File: config.mk
export PLATFORM = sky130hd
export DESIGN_NAME = chu_uart_ext_flat
export DESIGN_NICKNAME = d
export VERILOG_FILES = /design/src/rtl/chu_uart_ext_pkg.sv /design/src/rtl/chu_uart_ext_if.sv /design/src/rtl/chu_uart_ext_fifo.sv /design/src/rtl/chu_uart_ext_rx.sv /design/src/rtl/chu_uart_ext.sv /design/src/flat_wrapper.sv
export SDC_FILE = /design/constraint.sdc
export NUM_CORES = 2
export LEC_CHECK = 0
export BUFFER_PORTS_ARGS = -buffer_cell sky130_fd_sc_hd__buf_2
export CAP_MARGIN = 20
export CELL_PAD_IN_SITES_DETAIL_PLACEMENT = 1
export CELL_PAD_IN_SITES_GLOBAL_PLACEMENT = 1
export CORE_ASPECT_RATIO = 2
export CORE_MARGIN = 3
export CORE_UTILIZATION = 35
export DETAILED_ROUTE_END_ITERATION = 8
export PLACE_DENSITY = 0.53
export SYNTH_ARGS = -nofsm -noshare
export SYNTH_HDL_FRONTEND = slang
export SYNTH_HIERARCHICAL = 1
export SYNTH_SLANG_ARGS = --single-unit
File: constraint.sdc
create_clock -name clk -period 5.2 [get_ports clk]
set_input_delay 1.04 -clock clk [delete_from_list [all_inputs] [get_ports clk]]
set_output_delay 1.04 -clock clk [all_outputs]
set_load 0.02 [all_outputs]
File: src/rtl/chu_uart_ext_pkg.sv
// Shared definitions for the configurable slot UART: register map, ctrl layout,
// frame format decoding and parity helpers.
package chu_uart_ext_pkg;

  localparam int OVERSAMPLE = 16;

  localparam logic [2:0] ADDR_STATUS  = 3'd0;
  localparam logic [2:0] ADDR_LEVEL   = 3'd1;
  localparam logic [2:0] ADDR_CTRL_RD = 3'd2;
  localparam logic [2:0] ADDR_DVSR    = 3'd1;
  localparam logic [2:0] ADDR_TX_DATA = 3'd2;
  localparam logic [2:0] ADDR_RX_POP  = 3'd3;
  localparam logic [2:0] ADDR_CTRL_WR = 3'd4;
  localparam logic [2:0] ADDR_ERR_CLR = 3'd5;

  localparam int CTRL_DBITS_LSB = 0;
  localparam int CTRL_PAR_LSB   = 2;
  localparam int CTRL_STOP2     = 4;
  localparam int CTRL_RX_IE     = 5;
  localparam int CTRL_TX_IE     = 6;
  localparam int CTRL_ERR_IE    = 7;
  localparam logic [7:0] CTRL_RESET = 8'h03;

  typedef enum logic [1:0] {
    PAR_NONE = 2'd0,
    PAR_EVEN = 2'd1,
    PAR_ODD  = 2'd2
  } parity_e;

  typedef enum logic [2:0] {
    TX_IDLE, TX_START, TX_DATA, TX_PARITY, TX_STOP
  } tx_state_e;

  typedef enum logic [2:0] {
    RX_IDLE, RX_START, RX_DATA, RX_PARITY, RX_STOP
  } rx_state_e;

  typedef struct packed {
    logic [1:0] dbits;
    parity_e    parity;
    logic       stop2;
  } frame_fmt_t;

  function automatic frame_fmt_t decode_fmt(input logic [7:0] ctrl);
    frame_fmt_t f;
    f.dbits = ctrl[CTRL_DBITS_LSB +: 2];
    case (ctrl[CTRL_PAR_LSB +: 2])
      2'b01:   f.parity = PAR_EVEN;
      2'b10:   f.parity = PAR_ODD;
      default: f.parity = PAR_NONE;
    endcase
    f.stop2 = ctrl[CTRL_STOP2];
    return f;
  endfunction

  // dbits encodes N-5, so {1, dbits} is the index of the last data bit.
  function automatic logic [2:0] last_bit(input logic [1:0] dbits);
    return {1'b1, dbits};
  endfunction

  function automatic logic calc_parity(input logic [7:0] data, input frame_fmt_t f);
    logic [1:0] sh;
    logic [7:0] mask;
    sh   = 2'd3 - f.dbits;
    mask = 8'hFF >> sh;
    return (^(data & mask)) ^ (f.parity == PAR_ODD);
  endfunction

endpackage

File: src/rtl/chu_uart_ext_if.sv
// MMIO slot bus between the processor-side master and the UART core.
interface chu_uart_ext_if;
  logic        cs;
  logic        read;
  logic        write;
  logic [4:0]  addr;
  logic [31:0] wr_data;
  logic [31:0] rd_data;

  modport master (output cs, read, write, addr, wr_data, input rd_data);
  modport slave  (input cs, read, write, addr, wr_data, output rd_data);
endinterface

File: src/rtl/chu_uart_ext_fifo.sv
// Synchronous FIFO with fill level; pushes when full and pops when empty are ignored.
module chu_uart_ext_fifo #(
  parameter int ADDR_W = 8,
  parameter int DATA_W = 8
) (
  input  logic              clk,
  input  logic              reset,
  input  logic              wr,
  input  logic              rd,
  input  logic [DATA_W-1:0] w_data,
  output logic [DATA_W-1:0] r_data,
  output logic              empty,
  output logic              full,
  output logic [ADDR_W:0]   level
);

  logic [DATA_W-1:0] mem [0:(2**ADDR_W)-1];
  logic [ADDR_W-1:0] wptr_q, wptr_d, rptr_q, rptr_d;
  logic [ADDR_W:0]   level_q, level_d;
  logic              wr_ok, rd_ok;

  assign empty  = (level_q == '0);
  assign full   = level_q[ADDR_W];
  assign wr_ok  = wr & ~full;
  assign rd_ok  = rd & ~empty;
  assign r_data = mem[rptr_q];
  assign level  = level_q;

  always_comb begin
    wptr_d  = wptr_q;
    rptr_d  = rptr_q;
    level_d = level_q;
    if (wr_ok) wptr_d = wptr_q + 1'b1;
    if (rd_ok) rptr_d = rptr_q + 1'b1;
    case ({wr_ok, rd_ok})
      2'b10:   level_d = level_q + 1'b1;
      2'b01:   level_d = level_q - 1'b1;
      default: ;
    endcase
  end

  always_ff @(posedge clk) begin
    if (wr_ok) mem[wptr_q] <= w_data;
  end

  always_ff @(posedge clk or negedge reset) begin
    if (!reset) begin
      wptr_q  <= '0;
      rptr_q  <= '0;
      level_q <= '0;
    end else begin
      wptr_q  <= wptr_d;
      rptr_q  <= rptr_d;
      level_q <= level_d;
    end
  end

endmodule

File: src/rtl/chu_uart_ext_rx.sv
// Receive path: rx synchroniser and 16x oversampling frame FSM that reports each
// character with one-cycle done/perr/ferr strobes.
module uart_rx_frame
  import chu_uart_ext_pkg::*;
#(
  parameter int SYNC_STAGES = 2
) (
  input  logic       clk,
  input  logic       reset,
  input  logic       rx,
  input  logic       tick,
  input  frame_fmt_t fmt,
  output logic [7:0] data,
  output logic       done,
  output logic       perr,
  output logic       ferr
);

  logic [SYNC_STAGES-1:0] sync_q, sync_d;
  logic                   rx_s;
  rx_state_e              state_q, state_d;
  logic [3:0]             tick_cnt_q, tick_cnt_d;
  logic [2:0]             bit_cnt_q, bit_cnt_d;
  logic [7:0]             data_q, data_d;
  frame_fmt_t             fmt_q, fmt_d;
  logic                   par_err_q, par_err_d;
  logic                   done_q, done_d, perr_q, perr_d, ferr_q, ferr_d;

  assign rx_s = sync_q[SYNC_STAGES-1];
  assign data = data_q;
  assign done = done_q;
  assign perr = perr_q;
  assign ferr = ferr_q;

  always_comb begin
    sync_d     = (sync_q << 1) | SYNC_STAGES'(rx);
    state_d    = state_q;
    tick_cnt_d = tick_cnt_q;
    bit_cnt_d  = bit_cnt_q;
    data_d     = data_q;
    fmt_d      = fmt_q;
    par_err_d  = par_err_q;
    done_d     = 1'b0;
    perr_d     = 1'b0;
    ferr_d     = 1'b0;
    unique case (state_q)
      RX_IDLE: begin
        if (!rx_s) begin
          state_d    = RX_START;
          tick_cnt_d = '0;
          fmt_d      = fmt;
        end
      end
      RX_START: begin
        // Mid start bit: a line already back high was only a glitch.
        if (tick) begin
          if (tick_cnt_q == 4'd7) begin
            if (rx_s) begin
              state_d = RX_IDLE;
            end else begin
              state_d    = RX_DATA;
              tick_cnt_d = '0;
              bit_cnt_d  = '0;
              data_d     = '0;
              par_err_d  = 1'b0;
            end
          end else begin
            tick_cnt_d = tick_cnt_q + 1'b1;
          end
        end
      end
      RX_DATA: begin
        if (tick) begin
          if (tick_cnt_q == 4'd15) begin
            tick_cnt_d        = '0;
            data_d[bit_cnt_q] = rx_s;
            if (bit_cnt_q == last_bit(fmt_q.dbits)) begin
              state_d = (fmt_q.parity == PAR_NONE) ? RX_STOP : RX_PARITY;
            end else begin
              bit_cnt_d = bit_cnt_q + 1'b1;
            end
          end else begin
            tick_cnt_d = tick_cnt_q + 1'b1;
          end
        end
      end
      RX_PARITY: begin
        if (tick) begin
          if (tick_cnt_q == 4'd15) begin
            tick_cnt_d = '0;
            par_err_d  = (rx_s != calc_parity(data_q, fmt_q));
            state_d    = RX_STOP;
          end else begin
            tick_cnt_d = tick_cnt_q + 1'b1;
          end
        end
      end
      RX_STOP: begin
        if (tick) begin
          if (tick_cnt_q == 4'd15) begin
            state_d = RX_IDLE;
            done_d  = 1'b1;
            perr_d  = par_err_q;
            ferr_d  = ~rx_s;
          end else begin
            tick_cnt_d = tick_cnt_q + 1'b1;
          end
        end
      end
      default: state_d = RX_IDLE;
    endcase
  end

  always_ff @(posedge clk or negedge reset) begin
    if (!reset) begin
      sync_q     <= '1;
      state_q    <= RX_IDLE;
      tick_cnt_q <= '0;
      bit_cnt_q  <= '0;
      data_q     <= '0;
      fmt_q      <= decode_fmt(CTRL_RESET);
      par_err_q  <= 1'b0;
      done_q     <= 1'b0;
      perr_q     <= 1'b0;
      ferr_q     <= 1'b0;
    end else begin
      sync_q     <= sync_d;
      state_q    <= state_d;
      tick_cnt_q <= tick_cnt_d;
      bit_cnt_q  <= bit_cnt_d;
      data_q     <= data_d;
      fmt_q      <= fmt_d;
      par_err_q  <= par_err_d;
      done_q     <= done_d;
      perr_q     <= perr_d;
      ferr_q     <= ferr_d;
    end
  end

endmodule

File: src/rtl/chu_uart_ext.sv
// Configurable slot UART: register file, baud tick generator, TX frame FSM,
// receive path and two character FIFOs.
module chu_uart_ext
  import chu_uart_ext_pkg::*;
#(
  parameter int FIFO_DEPTH_BIT = 8,
  parameter int DVSR_W         = 11,
  parameter int RX_SYNC_STAGES = 2
) (
  input  logic           clk,
  input  logic           reset,
  chu_uart_ext_if.slave  bus,
  output logic           tx,
  input  logic           rx,
  output logic           irq
);

  logic [DVSR_W-1:0]     dvsr_q, dvsr_d, dvsr_act_q, dvsr_act_d, baud_cnt_q, baud_cnt_d;
  logic                  tick;
  logic [7:0]            ctrl_q, ctrl_d;
  frame_fmt_t            ctrl_fmt;
  logic                  perr_q, perr_d, ferr_q, ferr_d, ovr_q, ovr_d, irq_q, irq_d;
  logic [2:0]            err_clr;
  logic                  wr_en, unused_bus;
  logic [2:0]            wr_addr;

  logic                  tx_push, tx_pop, tx_empty, tx_full, tx_idle;
  logic [7:0]            tx_head;
  logic [FIFO_DEPTH_BIT:0] tx_level;
  logic                  rx_pop, rx_empty, rx_full, rx_done, rx_perr, rx_ferr;
  logic [7:0]            rx_head, rx_data;
  logic [FIFO_DEPTH_BIT:0] rx_level;

  tx_state_e             tx_state_q, tx_state_d;
  logic [4:0]            tx_tick_q, tx_tick_d;
  logic [2:0]            tx_bit_q, tx_bit_d;
  logic [7:0]            tx_shreg_q, tx_shreg_d;
  frame_fmt_t            tx_fmt_q, tx_fmt_d;
  logic                  tx_par_q, tx_par_d, tx_q, tx_d;

  assign wr_en      = bus.cs & bus.write;
  assign wr_addr    = bus.addr[2:0];
  assign tx_push    = wr_en && (wr_addr == ADDR_TX_DATA);
  assign rx_pop     = wr_en && (wr_addr == ADDR_RX_POP);
  assign ctrl_fmt   = decode_fmt(ctrl_q);
  assign tx_idle    = (tx_state_q == TX_IDLE) & tx_empty;
  assign tx         = tx_q;
  assign irq        = irq_q;
  assign unused_bus = &{1'b0, bus.read, bus.addr, bus.wr_data};

  chu_uart_ext_fifo #(.ADDR_W(FIFO_DEPTH_BIT), .DATA_W(8)) u_tx_fifo (
    .clk(clk), .reset(reset), .wr(tx_push), .rd(tx_pop), .w_data(bus.wr_data[7:0]),
    .r_data(tx_head), .empty(tx_empty), .full(tx_full), .level(tx_level)
  );

  chu_uart_ext_fifo #(.ADDR_W(FIFO_DEPTH_BIT), .DATA_W(8)) u_rx_fifo (
    .clk(clk), .reset(reset), .wr(rx_done), .rd(rx_pop), .w_data(rx_data),
    .r_data(rx_head), .empty(rx_empty), .full(rx_full), .level(rx_level)
  );

  uart_rx_frame #(.SYNC_STAGES(RX_SYNC_STAGES)) u_rx (
    .clk(clk), .reset(reset), .rx(rx), .tick(tick), .fmt(ctrl_fmt),
    .data(rx_data), .done(rx_done), .perr(rx_perr), .ferr(rx_ferr)
  );

  // The divisor in use is only refreshed on a wrap so a write never truncates a period.
  always_comb begin
    tick       = (baud_cnt_q == dvsr_act_q);
    baud_cnt_d = tick ? '0 : baud_cnt_q + 1'b1;
    dvsr_act_d = tick ? dvsr_q : dvsr_act_q;
  end

  always_comb begin
    dvsr_d  = dvsr_q;
    ctrl_d  = ctrl_q;
    err_clr = '0;
    if (wr_en) begin
      case (wr_addr)
        ADDR_DVSR:    dvsr_d  = bus.wr_data[DVSR_W-1:0];
        ADDR_CTRL_WR: ctrl_d  = bus.wr_data[7:0];
        ADDR_ERR_CLR: err_clr = bus.wr_data[2:0];
        default: ;
      endcase
    end
    perr_d = (perr_q & ~err_clr[0]) | rx_perr;
    ferr_d = (ferr_q & ~err_clr[1]) | rx_ferr;
    ovr_d  = (ovr_q  & ~err_clr[2]) | (rx_done & rx_full);
    irq_d  = (ctrl_q[CTRL_RX_IE] & ~rx_empty) | (ctrl_q[CTRL_TX_IE] & tx_empty) |
             (ctrl_q[CTRL_ERR_IE] & (perr_q | ferr_q | ovr_q));
  end

  always_comb begin
    bus.rd_data = '0;
    case (wr_addr)
      ADDR_STATUS:  bus.rd_data = {18'd0, tx_idle, ovr_q, ferr_q, perr_q, tx_full, rx_empty,
                                   (rx_empty ? 8'h00 : rx_head)};
      ADDR_LEVEL:   bus.rd_data = {16'(rx_level), 16'(tx_level)};
      ADDR_CTRL_RD: bus.rd_data[7:0] = ctrl_q;
      default: ;
    endcase
  end

  // tx_d is the line level for the state being entered, keeping tx a clean flop output.
  always_comb begin
    tx_state_d = tx_state_q;
    tx_tick_d  = tx_tick_q;
    tx_bit_d   = tx_bit_q;
    tx_shreg_d = tx_shreg_q;
    tx_fmt_d   = tx_fmt_q;
    tx_par_d   = tx_par_q;
    tx_d       = tx_q;
    tx_pop     = 1'b0;
    unique case (tx_state_q)
      TX_IDLE: begin
        tx_d = 1'b1;
        if (!tx_empty) begin
          tx_pop     = 1'b1;
          tx_fmt_d   = ctrl_fmt;
          tx_shreg_d = tx_head;
          tx_par_d   = calc_parity(tx_head, ctrl_fmt);
          tx_tick_d  = '0;
          tx_state_d = TX_START;
          tx_d       = 1'b0;
        end
      end
      TX_START: begin
        if (tick) begin
          if (tx_tick_q == 5'd15) begin
            tx_tick_d  = '0;
            tx_bit_d   = '0;
            tx_d       = tx_shreg_q[0];
            tx_state_d = TX_DATA;
          end else begin
            tx_tick_d = tx_tick_q + 1'b1;
          end
        end
      end
      TX_DATA: begin
        if (tick) begin
          if (tx_tick_q == 5'd15) begin
            tx_tick_d  = '0;
            tx_shreg_d = tx_shreg_q >> 1;
            if (tx_bit_q == last_bit(tx_fmt_q.dbits)) begin
              if (tx_fmt_q.parity == PAR_NONE) begin
                tx_state_d = TX_STOP;
                tx_d       = 1'b1;
              end else begin
                tx_state_d = TX_PARITY;
                tx_d       = tx_par_q;
              end
            end else begin
              tx_bit_d = tx_bit_q + 1'b1;
              tx_d     = tx_shreg_q[1];
            end
          end else begin
            tx_tick_d = tx_tick_q + 1'b1;
          end
        end
      end
      TX_PARITY: begin
        if (tick) begin
          if (tx_tick_q == 5'd15) begin
            tx_tick_d  = '0;
            tx_state_d = TX_STOP;
            tx_d       = 1'b1;
          end else begin
            tx_tick_d = tx_tick_q + 1'b1;
          end
        end
      end
      TX_STOP: begin
        if (tick) begin
          if (tx_tick_q == {tx_fmt_q.stop2, 4'hF}) begin
            tx_state_d = TX_IDLE;
          end else begin
            tx_tick_d = tx_tick_q + 1'b1;
          end
        end
      end
      default: tx_state_d = TX_IDLE;
    endcase
  end

  always_ff @(posedge clk or negedge reset) begin
    if (!reset) begin
      dvsr_q     <= '0;
      dvsr_act_q <= '0;
      baud_cnt_q <= '0;
      ctrl_q     <= CTRL_RESET;
      perr_q     <= 1'b0;
      ferr_q     <= 1'b0;
      ovr_q      <= 1'b0;
      irq_q      <= 1'b0;
      tx_state_q <= TX_IDLE;
      tx_tick_q  <= '0;
      tx_bit_q   <= '0;
      tx_shreg_q <= '0;
      tx_fmt_q   <= decode_fmt(CTRL_RESET);
      tx_par_q   <= 1'b0;
      tx_q       <= 1'b1;
    end else begin
      dvsr_q     <= dvsr_d;
      dvsr_act_q <= dvsr_act_d;
      baud_cnt_q <= baud_cnt_d;
      ctrl_q     <= ctrl_d;
      perr_q     <= perr_d;
      ferr_q     <= ferr_d;
      ovr_q      <= ovr_d;
      irq_q      <= irq_d;
      tx_state_q <= tx_state_d;
      tx_tick_q  <= tx_tick_d;
      tx_bit_q   <= tx_bit_d;
      tx_shreg_q <= tx_shreg_d;
      tx_fmt_q   <= tx_fmt_d;
      tx_par_q   <= tx_par_d;
      tx_q       <= tx_d;
    end
  end

endmodule

File: src/flat_wrapper.sv
// flat-port wrapper written by rule: the top's interface ports become plain ports
module chu_uart_ext_flat import chu_uart_ext_pkg::*;
#(
  parameter int FIFO_DEPTH_BIT = 8,
  parameter int DVSR_W         = 11,
  parameter int RX_SYNC_STAGES = 2
)
  (clk, reset, tx, rx, irq, bus_cs, bus_read, bus_write, bus_addr, bus_wr_data, bus_rd_data);
  chu_uart_ext_if bus_i ();
  input  logic clk;
  input  logic reset;
  output logic tx;
  input  logic rx;
  output logic irq;
  input wire logic [$bits(bus_i.cs)-1:0] bus_cs;
  input wire logic [$bits(bus_i.read)-1:0] bus_read;
  input wire logic [$bits(bus_i.write)-1:0] bus_write;
  input wire logic [$bits(bus_i.addr)-1:0] bus_addr;
  input wire logic [$bits(bus_i.wr_data)-1:0] bus_wr_data;
  output wire logic [$bits(bus_i.rd_data)-1:0] bus_rd_data;
  assign bus_i.cs = bus_cs;
  assign bus_i.read = bus_read;
  assign bus_i.write = bus_write;
  assign bus_i.addr = bus_addr;
  assign bus_i.wr_data = bus_wr_data;
  assign bus_rd_data = bus_i.rd_data;
  chu_uart_ext #(.FIFO_DEPTH_BIT(FIFO_DEPTH_BIT), .DVSR_W(DVSR_W), .RX_SYNC_STAGES(RX_SYNC_STAGES)) u_core (.clk(clk), .reset(reset), .bus(bus_i), .tx(tx), .rx(rx), .irq(irq));
endmodule
; Word-level counts from Yosys, hierarchy flattened
; Memory sizes are Yosys's and may differ from the RTL's.
; Cells that the tools add are included.
[word_totals]
reg_bits = 149
ram_bits = 4096
inputBits = 43
output_inout_bits = 34
word_cells = 286
n_memories = 2
[memory_table]
columns = memory, words, width, read_ports, rd_clocked_by_memory_dff, write_ports, line
row1 = u_core.u_rx_fifo.mem, 256, 8, 1, 0, 1, chu_uart_ext_fifo.sv:17  ; logic [DATA_W-1:0] mem [0:(2**ADDR_W)-1];
row2 = u_core.u_tx_fifo.mem, 256, 8, 1, 0, 1, chu_uart_ext_fifo.sv:17
[classes]
n_addsub = 15
n_lt_le_gt_ge = 2
n_eq_ne = 56
n_shift = 2
n_mux = 105
bitwise_logic = 33
n_reduce_logical = 37
[op_table]
columns = cell, n
row1 = $mux W3, 35
row2 = $mux W8, 9
row3 = $pmux W9 S2, 2
row4 = $pmux W17 S2, 1
row5 = $add A8 B1 Y8 const B, 4
row6 = $pmux W8 S2, 2
row7 = $mux W1, 30
row8 = $ne A2 B1 Y1 const B, 15
row9 = $pmux W3 S5, 2
row10 = $mux W4, 7
row11 = $mux W5, 5
row12 = $ne A2 B2 Y1 const B, 12
row13 = $pmux W8 S3, 1
row14 = $reduce_and A10 Y1, 2
row15 = $add A9 B1 Y9 const B, 2
row16 = $eq A3 B2 Y1 const B, 6
row17 = $logic_not A9 Y1, 2
row18 = $reduce_and A6 Y1, 3
row19 = $sub A9 B1 Y9 const B, 2
row20 = $and A8 B8 Y8, 2
row21 = $pmux W4 S4, 1
row22 = $reduce_xor A8 Y1, 2
row23 = $shr A8 B2 Y8 const A, 2
row24 = $pmux W5 S3, 1
row25 = other kinds (43), 100

; Longest topological paths before layout
[logic_depth]
depth_word = 9
mapped_depth = 18
ltp_nobuf = 16

; Modules after synthesis
; Netlist, hierarchy kept.
[by_module_without_submodules]
columns = mod, n_inst, cells_each, area_each_um2, seq_area_each_um2
row1 = chu_uart_ext_fifo, 2, 3859, 81219.1, 62124.6
row2 = chu_uart_ext, 1, 370, 3866.2, 1783.0
row3 = uart_rx_frame, 1, 169, 1642.8, 705.7

; Least setup slack after synthesis
; No wires, ideal clock.
[synth_timing]
kind = register to register
from = reg u_core.u_rx.data_q[6], in the netlist u_core/u_rx/data[6]
to = reg u_core.u_rx.par_err_q
setup_time_ns = 0.128
arrival_ns = 4.333
path_slack_ns = 0.740
path_stages_with_launch = 6
path_buffers = 0
period_less_slack_ns = 4.460
path_cell_list = dfrtp_1 > nand3b_1 > o21ai_0 > a311oi_1 > xnor2_1 > o22ai_1
[synth_between]
elab_chain_len = 7
[synth_rtl]
columns = item, line
row1 = "start, declared", chu_uart_ext_rx.sv:24  ; logic [7:0] data_q, data_d;
row2 = "start signal, assigned", chu_uart_ext_rx.sv:131  ; data_q <= data_d;
row3 = $and A8 B8 Y8, chu_uart_ext_pkg.sv:66  ; return (^(data & mask)) ^ (f.parity == PAR_ODD);
row4 = $reduce_xor A8 Y1, chu_uart_ext_pkg.sv:66
row5 = $xor A1 B1 Y1, chu_uart_ext_pkg.sv:66
row6 = $ne A1 B1 Y1, chu_uart_ext_rx.sv:91  ; par_err_d = (rx_s != calc_parity(data_q, fmt_q));
row7 = $mux W1, chu_uart_ext_rx.sv:89  ; if (tick_cnt_q == 4'd15) begin
row8 = $mux W1, chu_uart_ext_rx.sv:88  ; if (tick) begin
row9 = $pmux W1 S2, chu_uart_ext_rx.sv:46  ; unique case (state_q)
row10 = "end signal, assigned", chu_uart_ext_rx.sv:133  ; par_err_q <= par_err_d;
row11 = "end, declared", chu_uart_ext_rx.sv:26  ; logic par_err_q, par_err_d;
; No other way between the ends. The select of a mux whose other input is x is not followed.
; A chain may end at the register's enable or synchronous reset.

; Final worst setup path
[layout_timing]
from = reg u_core.u_rx_fifo.rptr_q[0]
to = out bus_rd_data[3]
[layout_between]
elab_chain_len = 3
[layout_rtl]
columns = item, line
row1 = "start, declared", chu_uart_ext_fifo.sv:18  ; logic [ADDR_W-1:0] wptr_q, wptr_d, rptr_q, rptr_d;
row2 = "start signal, assigned", chu_uart_ext_fifo.sv:53  ; rptr_q <= rptr_d;
row3 = $mem_v2 Z256 W8, --
row4 = named net u_core.rx_head[3], chu_uart_ext.sv:31  ; logic [7:0] rx_head, rx_data;
row5 = $mux W8, chu_uart_ext.sv:96  ; (rx_empty ? 8'h00 : rx_head)};
row6 = $pmux W8 S3, chu_uart_ext.sv:94  ; case (wr_addr)
row7 = "end, declared", flat_wrapper.sv:20  ; output wire logic [$bits(bus_i.rd_data)-1:0] bus_rd_data;
; The timed path passes the listed nets, and every way through them passes these cells.

==> results by group <==
Logic synthesis
  • Top cells by count, synth: edfxtp_1, mux4_2, nor2_1
  • Area share of fa/ha/maj cells after synthesis: 0.00270
  • Flop and latch count out of synthesis: 4245
  • Share of flip-flops with an asynchronous set or reset: 0.0351
  • Cell type contributing the most total cell area after synthesis: edfxtp_1
  • Dominant cell by count in the synthesized netlist: edfxtp_1
  • Portion of the post-synthesis area used by sequential elements: 0.755
  • Synth Area in XOR/XNOR: 0.00422
  • Largest cells by area after synthesis: edfxtp_1, mux4_2, mux2i_1
  • Simple logic cell fraction of the synthesized area: 0.0302
  • Count of distinct cell types in the synthesized netlist: roughly 90
  • Post-synth top area share: 0.732
  • Combinational family with the most area after synthesis: multiplexers
  • Primary flip-flop cell chosen by synthesis mapping: edfxtp_1
  • Complex-gate fraction of the synthesized area: 0.0290
  • Post-synth EDFFs: slightly above 4000
  • Netlist area before placement: around 0.17 mm2
  • Mean area per synthesized cell: just over 20 um2
  • Share of cell area taken by muxes after synthesis: 0.159
  • Count of yosys warnings during synthesis: 6
  • Number of cells produced by synthesis: roughly 8300

CTS
  • Maximum number of buffers from clock root to sink: 4
  • H-tree depth reported by CTS: 5
  • Clock root cell: clkbuf_16
  • CTS tree: done
  • Clock transition time at the flip-flop clock pins of the worst setup and hold paths: about 0.06 ns
  • Number of sinks handled by clock tree synthesis: 4245
  • Clock buffers created by TritonCTS: 387
  • Clock insertion delay at the later pin of the skew report: approximately 0.96 ns
  • Post-CTS Hold Buffers: 0

Global routing
  • Number of antenna violations at the first check in global routing: 15
  • Total global routing overflow: 0
  • Overall Global Routing Usage: 0.210
  • Global-route wire length before repair: 726 mm
  • Maximum number of pins on one net before global-route repair: between 150 and 200
  • Via count of the first global-routing pass: 91730

STA
  • Worst Setup Slack, final: -0.429 ns
  • Number of setup violations in the final report: 8
  • Final worst path period need: 5.63 ns
  • Setup repair after global routing missed its margin: true
  • Max Freq: approximately 180 MHz
  • Fin. max-slew vios: between 70 and 80
  • Pin slew with the least headroom to its limit: between 1.5 and 2 ns
  • Final clock skew: 0.0875 ns
  • Setup total negative slack: -2.78 ns
  • Crit share post-route: 1.08
  • Headroom to the max-slew limit: -0.163
  • Count of final hold-check violations: 0

Placed design
  • Estimated wirelength of the detail-placed design: around 350 mm
  • Instance area at placement: 0.178 mm2
  • Number of buffer cells added on primary ports: 43
  • Gp weighted congestion: about 0.84
  • Post-Place Setup Slack: 0.0594 ns

Critical path
  • Data required time of the worst path: ~4.2 ns
  • Setup slack, reg-to-reg: 0.29 ns
  • Crit Reg-Reg Startpoint: u_core/u_tx_fifo/rptr_q[0]
  • Critical Path Slowest Stage Cell: mux4_2
  • Largest incremental delay on the critical path: 0.53 ns
  • Crit-path max FO: 12
  • Crit path cell chain: buf_12, buf_16, buf_16, mux4_2, a22o_1, a21oi_1, a31oi_1, a211oi_2, buf_4, a211o_4, buf_12, o31ai_1, a222oi_1, buf_4, inv_1, buf_2
  • Kind of start point of the critical path: register
  • Worst setup EP type: primary output
  • Path type of the worst setup path: register to primary output
  • Terminus of the critical flop-to-flop path: u_core/tx_par_q
  • WP data arrival: about 4.6 ns
  • R2R depth: 12

Floorplan
  • Width of the chip: 496 um
  • Number of placement rows: between 300 and 400
  • Chip height: around 990 um
  • Core Region: ~0.48 mm2
  • Top-level I/O count: 77
  • Effective utilization at floorplan: 0.351
  • Total Die Area: 0.489 mm2

Power
  • P_int: 63.7 mW
  • Power share of the clock group: 0.326
  • P per Cell Area: roughly 470 mW/mm2
  • Relative contribution of combinational cells to total power: 0.251
  • Switching share of power: 0.295
  • Total Power Consumption: 90.3 mW
  • Power spent charging and discharging nets: 26.7 mW
  • Leakage power of the design: just under 60 nW
  • Worst supply voltage drop on vdd: a little under 0.3 mV
  • Sequential Power Share: 0.423

Detailed routing
  • Sum of met2 wire segment lengths after detailed routing: 302 mm
  • Total Wirelength: roughly 520 mm
  • Highest signal layer in the routed design: met5
  • Number of routed nets with antenna violations: 0
  • Via count: slightly above 80000
  • Number of detailed-routing iterations run before antenna repair: 6
  • Wire length the detailed router placed on met1: around 170 mm
  • Total met3 wirelength after detailed routing: between 15 and 20 mm
  • Via-to-Cell Ratio: approximately 5.4
  • Drc violations: 0
  • First DRT Iteration DRCs: approximately 6400
  • Mean routed wirelength per cell: 33.7 um

Hold path
  • Worst hold-check path type: input pin to async pin

Layout
  • Final non-filler cell area: 0.192 mm2
  • Share of layout cells above drive strength 1: 0.260
  • Post-synthesis to final-layout area growth: 14.6%
  • Final net count: around 8800

Run status
  • Violated checks: max-slew violations, negative setup slack
  • Status: complete, but fails checks

Run
  • Number of max-cap violations: 0
worst max-delay path by stage:
stage,startpoint,endpoint
after floorplan,u_core/u_rx/data[6],u_core/u_rx/par_err_q
after global placement,u_core/u_rx_fifo/rptr_q[0],bus_rd_data[3]
after detailed placement,u_core/u_rx_fifo/rptr_q[0],bus_rd_data[3]
after CTS,u_core/u_rx_fifo/rptr_q[0],bus_rd_data[3]
after global routing,u_core/u_rx_fifo/rptr_q[0],bus_rd_data[3]
final,u_core/u_rx_fifo/rptr_q[0],bus_rd_data[3]
registers in the layout (all words and copies together) (netlist names), 5 cells and up:
register	flops
u_core/u_tx_fifo/rptr_q	8
u_core/u_tx_fifo/wptr_q	8
u_core/baud_cnt_q	11
u_core/u_tx_fifo/level	9
u_core/u_rx_fifo/rptr_q	8
u_core/dvsr_q	11
u_core/u_tx_fifo/mem	2048
u_core/u_rx_fifo/wptr_q	8
u_core/tx_tick_q	5
u_core/tx_fmt_q	5
u_core/ctrl_q	8
u_core/u_rx/data	8
u_core/u_rx_fifo/level	9
u_core/dvsr_act_q	11
u_core/u_rx_fifo/mem	2048
u_core/tx_shreg_q	8
power groups by stage:
| stage | clock, mW | combinational (mW) | sequential [mW] |
|---|---|---|---|
| after floorplan | 0 | 14.0 | 38.5 |
| after global placement | 0 | 21.5 | 39.0 |
| after detailed placement | 0 | 21.8 | 39.0 |
| after CTS | 30.2 | 22.8 | 38.2 |
| after global routing | 31.4 | 23.8 | 38.2 |
| final | 29.4 | 22.7 | 38.2 |
per-stage QoR:
stage / std cells / hold WS (ns) / util
finish: 15440 / 0.182 / 0.403
global route: 15434 / 0.135 / 0.403
CTS: 15379 / 0.0890 / 0.401
detailed placement: 14629 / 0.351 / 0.372
global placement: 14625 / 0.353 / 0.372
floorplan: 8265 / 0.345 / -
critical path, delay by kind of cell, from the launching register on:
kind,cells,cell delay [ns]
buffers and inverters,8,1.32
muxes,1,0.53
AOI/OAI and AO/OA,7,1.31
DFF,1,0.42
layer usage:
metal  track usage  vias to the layer above
li1              -                    34906
met5             0                        -
met2         0.422                     1802
met4         0.113                        6
met1         0.208                    45594
met3        0.0200                      810
timing repair:
item,in CTS,in global routing
cloned,9,2
setup endpoints to repair,8,8
pin swaps,9,19
gates resized for setup,94,104
setup buffers,25,36
cell type report:
| cell class | instances | area (um2) |
|---|---|---|
| flip-flops and latches | 4245 | 127000 |
| clock buffers | 461 | 10100 |
| multi-input cells | 3484 | 38700 |
| clock inverters | 256 | 2730 |
| fillers | 45371 | 285000 |
| well taps | 6317 | 7900 |
| inverters | 50 | 188 |
| repair buffers | 602 | 6040 |
| diodes | 25 | 62.6 |
cells in the final DEF, fill, tap and decap left out, drive strengths merged, types with 17 or more instances in the layout:
master,instances
edfxtp,4096
mux4,934
buf,595
nor2,591
mux2i,466
clkbuf,464
nand2,246
clkinv,171
dfrtp,140
a21oi,134
o21ai,127
nand3,91
mux2,88
a22oi,88
o22ai,75
inv,63
a31oi,56
bufinv,49
xnor2,49
a211oi,42
a221oi,41
nor2b,39
nor3,37
ha,33
xor2,32
o211ai,29
diode,25
and2,24
clkinvlp,23
a22o,19
o22a,19
or2,18
nand4,18
o31ai,17
kinds of logic after synthesis:
family	Yosys count
flops	4245
mux	1488
simple gates	1147
compound gates	724
buf+inv	536
xor+xnor	81
fa+ha+maj	35
other cells	1
(Power assumes the default switching activity.)
